--- config.mk ---
export PLATFORM = sky130hd
export DESIGN_NAME = bus_arbiter
export DESIGN_NICKNAME = d
export VERILOG_FILES = /design/src/rtl/bus_arbiter_pkg.sv /design/src/rtl/bus_arbiter_rr_pick.sv /design/src/rtl/bus_arbiter.sv
export SDC_FILE = /design/constraint.sdc
export NUM_CORES = 1
export LEC_CHECK = 0
export ABC_AREA = 0
export CAP_MARGIN = 40
export CORE_AREA = 2 2 302 304
export DETAILED_ROUTE_END_ITERATION = 12
export DIE_AREA = 0 0 304 306
export HOLD_SLACK_MARGIN = 0.06
export MAX_ROUTING_LAYER = met4
export PLACE_DENSITY = 0.43
export SYNTH_ARGS = -nofsm -noshare
export SYNTH_HDL_FRONTEND = slang
export SYNTH_SLANG_ARGS = --single-unit
export TNS_END_PERCENT = 100
--- constraint.sdc ---
create_clock -name clock -period 2.2 [get_ports clock]
set_input_delay 0.55 -clock clock [delete_from_list [all_inputs] [get_ports clock]]
set_output_delay 0.55 -clock clock [all_outputs]
set_load 0.05 [all_outputs]
--- src/rtl/bus_arbiter_pkg.sv ---
// Shared definitions for the round-robin bus arbiter: FSM state encoding and
// an index-width helper used for requester indices and the latency counter.
package bus_arbiter_pkg;

  typedef enum logic [1:0] {
    ST_IDLE   = 2'd0,
    ST_ACCESS = 2'd1,
    ST_ACK    = 2'd2
  } arb_state_e;

  // Width able to index 0..n-1; never narrower than one bit.
  function automatic int idx_width(input int n);
    return (n > 2) ? $clog2(n) : 1;
  endfunction

endpackage

--- src/rtl/bus_arbiter_rr_pick.sv ---
// Combinational round-robin picker: returns the first set request found when
// scanning from ptr upward (mod NREQ), plus a flag that any request is set.
module bus_arbiter_rr_pick #(
  parameter int NREQ = 4,
  parameter int IW   = 2
) (
  input  logic [NREQ-1:0] req_i,
  input  logic [IW-1:0]   ptr_i,
  output logic [IW-1:0]   winner_o,
  output logic            any_req_o
);

  logic [IW-1:0] idx;

  // NOTE: every output of a combinational block gets a default before any
  // conditional assignment, otherwise synthesis infers a latch.
  always_comb begin
    winner_o  = '0;
    any_req_o = |req_i;
    idx       = '0;
    // Scan from the farthest offset down so the closest match to ptr wins last.
    for (int i = NREQ - 1; i >= 0; i--) begin
      idx = IW'((int'(ptr_i) + i) % NREQ);
      if (req_i[idx]) begin
        winner_o = idx;
      end
    end
  end

endmodule

--- src/rtl/bus_arbiter.sv ---
// Round-robin arbiter that shares one memory/peripheral port among NREQ
// requesters, holding the port MEM_LAT cycles per access and acking once.
module bus_arbiter
  import bus_arbiter_pkg::*;
#(
  parameter int NREQ    = 4,
  parameter int DW      = 64,
  parameter int AW      = 64,
  parameter int MEM_LAT = 2
) (
  input  logic             clock,
  input  logic             reset,
  input  logic [NREQ-1:0]  req,
  input  logic [NREQ-1:0]  req_write,
  input  logic [NREQ*AW-1:0] req_addr,
  input  logic [NREQ*DW-1:0] req_wdata,
  output logic [NREQ-1:0]  gnt,
  output logic [NREQ-1:0]  ack,
  output logic [DW-1:0]    rdata,
  output logic             mem_en,
  output logic             mem_write,
  output logic [AW-1:0]    mem_addr,
  output logic [DW-1:0]    mem_wdata,
  input  logic [DW-1:0]    mem_rdata
);

  localparam int IW = idx_width(NREQ);
  localparam int CW = idx_width(MEM_LAT);

  arb_state_e      state_q, state_d;
  logic [IW-1:0]   ptr_q, ptr_d;
  logic [IW-1:0]   win_q, win_d;
  logic [CW-1:0]   cnt_q, cnt_d;
  logic            wr_q, wr_d;
  logic [AW-1:0]   addr_q, addr_d;
  logic [DW-1:0]   wdata_q, wdata_d;
  logic [NREQ-1:0] gnt_q, gnt_d;
  logic [NREQ-1:0] ack_q, ack_d;
  logic [DW-1:0]   rdata_q, rdata_d;
  logic            mem_en_q, mem_en_d;
  logic            mem_write_q, mem_write_d;

  logic [IW-1:0]   pick_win;
  logic            pick_any;

  bus_arbiter_rr_pick #(
    .NREQ (NREQ),
    .IW   (IW)
  ) u_rr_pick (
    .req_i     (req),
    .ptr_i     (ptr_q),
    .winner_o  (pick_win),
    .any_req_o (pick_any)
  );

  // NOTE: sequential state uses non-blocking assignments so every register
  // samples the pre-edge values, independent of statement order.
  always_ff @(posedge clock) begin
    if (reset) begin
      state_q     <= ST_IDLE;
      ptr_q       <= '0;
      win_q       <= '0;
      cnt_q       <= '0;
      wr_q        <= 1'b0;
      addr_q      <= '0;
      wdata_q     <= '0;
      gnt_q       <= '0;
      ack_q       <= '0;
      rdata_q     <= '0;
      mem_en_q    <= 1'b0;
      mem_write_q <= 1'b0;
    end else begin
      state_q     <= state_d;
      ptr_q       <= ptr_d;
      win_q       <= win_d;
      cnt_q       <= cnt_d;
      wr_q        <= wr_d;
      addr_q      <= addr_d;
      wdata_q     <= wdata_d;
      gnt_q       <= gnt_d;
      ack_q       <= ack_d;
      rdata_q     <= rdata_d;
      mem_en_q    <= mem_en_d;
      mem_write_q <= mem_write_d;
    end
  end

  // Next-state: request capture at grant, latency countdown, pointer rotation.
  always_comb begin
    state_d = state_q;
    ptr_d   = ptr_q;
    win_d   = win_q;
    cnt_d   = cnt_q;
    wr_d    = wr_q;
    addr_d  = addr_q;
    wdata_d = wdata_q;
    unique case (state_q)
      ST_IDLE: begin
        if (pick_any) begin
          win_d   = pick_win;
          wr_d    = req_write[pick_win];
          addr_d  = req_addr[int'(pick_win)*AW +: AW];
          wdata_d = req_wdata[int'(pick_win)*DW +: DW];
          cnt_d   = CW'(MEM_LAT - 1);
          state_d = ST_ACCESS;
        end
      end
      ST_ACCESS: begin
        if (cnt_q != '0) begin
          cnt_d = cnt_q - CW'(1);
        end else begin
          state_d = ST_ACK;
        end
      end
      ST_ACK: begin
        ptr_d   = (win_q == IW'(NREQ - 1)) ? '0 : win_q + IW'(1);
        state_d = ST_IDLE;
      end
      default: state_d = ST_IDLE;
    endcase
  end

  // Outputs are decoded from the next state so the registered copies line up
  // with the state they belong to.
  always_comb begin
    gnt_d       = '0;
    ack_d       = '0;
    mem_en_d    = 1'b0;
    mem_write_d = 1'b0;
    rdata_d     = rdata_q;
    if (state_d != ST_IDLE) begin
      gnt_d = NREQ'(1) << win_d;
    end
    if (state_d == ST_ACK) begin
      ack_d = NREQ'(1) << win_d;
    end
    if (state_d == ST_ACCESS) begin
      mem_en_d    = 1'b1;
      mem_write_d = wr_d;
    end
    if (state_q == ST_ACCESS && cnt_q == '0 && !wr_q) begin
      rdata_d = mem_rdata;
    end
  end

  assign gnt       = gnt_q;
  assign ack       = ack_q;
  assign rdata     = rdata_q;
  assign mem_en    = mem_en_q;
  assign mem_write = mem_write_q;
  assign mem_addr  = addr_q;
  assign mem_wdata = wdata_q;

endmodule

==> results.cfg <==
[yosys]
synth-seq-area-share = 0.367
synthSimpleGateAreaFrac = 0.124
synth.distinct_cells = 46
synth_top_family_by_area = compound AO/OA/AOI/OAI gates
synth_fp_nets = 1831
synthCells = 1244
ys_seq_elements = 210
avgSynthCellArea_um2 = 9.20
synth_xor_area_frac = 0
synth_adder_area_share = 0.00109
synth-compound-area-share = 0.296
syn-cell-area_um2 = 11500
synth_warnings = 0
muxShareOfSynthArea = 0.129

[power]
p_sw_mw = 5.45
ir_drop_mv = 0.500
power_leakage_nw = 8.75
p_int_mw = 9.27
p_per_area_nw_per_um2 = 661
p_comb_frac = 0.390
switching_share = 0.370
seq_power_share = 0.308
clockPowerShare = 0.302
total_power_mw = 14.7

[finish]
layout.nets = 2660
fin_util = 0.248
area_growth_pct = 94.4
instances_no_fill = 3275
register_area_um2 = 4210
multi_input_area_um2 = 6390
num-fill-cells = 9675
drive_gt1_frac = 0.213
final_area_um2 = 22300

[sta]
rsz0062_at_grt = yes
drv_slew = 0
timing.hold.ws_ns = 0.450
final-setup-viol-count = 0
maxSlewHeadroom = 0.516
fin_skew_ns = 0.0162
setup_ws_ns = 0.0412
max_freq_mhz = 463
worstMarginPinSlew_ns = 0.726
min_period_ns = 2.16
finalCritPeriodShare = 0.981
finalHoldViolCount = 0
fin_setup_tns_ns = 0

[global_routing]
top_usage_layer = met2
grt.total_usage = 0.162
grtUsageMet2 = 0.286
grtUsageMet3 = 0.0445
grt_start_max_net_pins = 65
grt_pass1_vias = 14322
antenna_found_initial = 20
grt_overflow = 0
grt_pass1_wl_mm = 108
met1_usage = 0.183

[clock_network]
htree_levels = 1
clock-sinks = 210
root_buffer = clkbuf_16
numCtsBuffers = 29
clkTransAtPathRegs_ns = 0.06
clk_latency_ns = 0.59
clk_path_buf_depth = 3
cts_tree = yes

[place]
place_area_um2 = 21300
dp.cells = 3203
dpl.hpwl_mm = 61.1
routabilityCongestion = 0.900
dp_worst_setup_slack_ns = -0.946
io_buffers = 787

[worst_hold_path]
hold_class = flip-flop to flip-flop

[route]
drc = 0
dr.pass1.iters = 5
antenna_left = 0
drt_iter0_markers = 591
wl_per_cell_um = 23.7
num_vias = 13556
viasPerCell = 4.14
postRouteWirelength_mm = 77.6

[floorplan]
die_y_um = 306
pin_count = 788
start_util = 0.128
core_area_um2 = 89600
die-area_um2 = 93000
num_rows = 110
die_w_um = 304

[setup_path]
cp.required_ns = 2.73
path_max_fanout = 22
worstSetupStartpointType = input port
end_kind = flip-flop
arrival_ns = 2.69
path_class = input port to flip-flop

[outcome]
status = complete, no violations

[run]
cap_violations = 0
per-layer routing:
metal	wire [um]	vias up	part of all wire
met2	39000	595	0.50
met5	0	-	0
met4	1630	0	0.021
met3	5710	65	0.074
met1	31300	6547	0.40
li1	-	6349	-
power by group through the flow:
stage | Sequential, mW | Clock, mW | Combinational (mW)
after floorplan | 6.04 | 0 | 1.57
after global placement | 4.61 | 0 | 5.85
after detailed placement | 4.62 | 0 | 5.86
after CTS | 4.53 | 4.67 | 5.75
after global routing | 4.58 | 4.78 | 6.05
final | 4.53 | 4.45 | 5.74
cells by family (layout without fill, tap and decap cells):
family,Yosys count,after routing
adders and majority gates,1,1
buffers and inverters,136,979
muxes,130,130
AOI/OAI and AO/OA,465,465
DFF,210,210
and+or+nand+nor,302,302
other,0,12
placed cells by master (no fill, tap or decap), drive strengths merged:
master and count:
a211oi 3, a21boi 2, a21o 1, a21oi 196, a221o 128, and3 3, and4bb 1, buf 196
clkbuf 44, clkdlybuf4s15 1, clkdlybuf4s50 580, clkinv 3, dfxtp 210, diode 12, dlygate4sd2 154, ha 1
inv 1, mux2 128, mux2i 2, nand2 134, nand2b 3, nand3 129, nand4bb 1, nor2 9
nor2b 5, nor3 5, nor3b 2, nor4 3, nor4b 1, o21a 2, o21ai 131, o21ba 1
o221ai 1, or3 4, or4 2
flip-flops by register name, indices dropped and copies added (netlist names):
register and cells:
gnt 4, cnt_q 1, win_q 2, mem_en 1, mem_wdata 64, rdata 64, ptr_q 2, mem_addr 64
mem_write 1, state_q 2, wr_q 1, ack 4
final timing paths:
check	start	slack, ns	endpoint	cells past startpoint
hold / removal	rdata[25]$_SDFFE_PP0P_	0.45	rdata[25]$_SDFFE_PP0P_	2
setup / recovery	req[3]	0.04	mem_wdata[32]$_SDFFE_PP0P_	8
hold reg to reg	rdata[25]$_SDFFE_PP0P_	0.45	rdata[25]$_SDFFE_PP0P_	2
setup reg to reg	ptr_q[0]$_SDFFE_PP0N_	0.09	mem_wdata[19]$_SDFFE_PP0P_	8
final cells by class:
type	instances	area share
timing repair buffer	934	0.418
multi-input combinational	898	0.287
sequential	210	0.189
tap	1176	0.0661
clock buffer	41	0.0369
antenna	12	0.00135
clock inverter	4	0.00107
synth_stat cells, drive strengths merged:
cell	n	area share
dfxtp	210	0.37
a21oi	196	0.12
nand2	134	0.044
o21ai	131	0.057
nand3	129	0.056
a221o	128	0.11
mux2	128	0.13
clkbuf	66	0.029
buf	60	0.046
dlygate4sd1	9	0.0069
nor2	9	0.0034
nor2b	5	0.0036
nor3	5	0.0022
or3	4	0.0024
a211oi	3	0.0020
and3	3	0.0016
nand2b	3	0.0016
nor4	3	0.0029
a21boi	2	0.0013
mux2i	2	0.0017
nor3b	2	0.0013
o21a	2	0.0013
or4	2	0.0016
a21o	1	0.00066
and4bb	1	0.0011
dlymetal6s2s	1	0.0011
ha	1	0.0011
nand4bb	1	0.00098
nor4b	1	0.00076
o21ba	1	0.00087
o221ai	1	0.00076
critical path, cell delays in order:
cell	delay, ns
dlygate4sd2_1	0.37
nor4_1	0.12
or3_1	0.35
or4_4	0.51
buf_12	0.20
a21oi_1	0.30
buf_4	0.18
a221o_1	0.09
repair_timing:
item                       in CTS  in global routing
buffers inserted                3                  7
setup endpoints to repair     286                 46
gates cloned                    2                  3
hold buffers                    0                  0
pin swaps                       3                  2
gates resized for setup       175                 17
(Power assumes the default switching activity.)
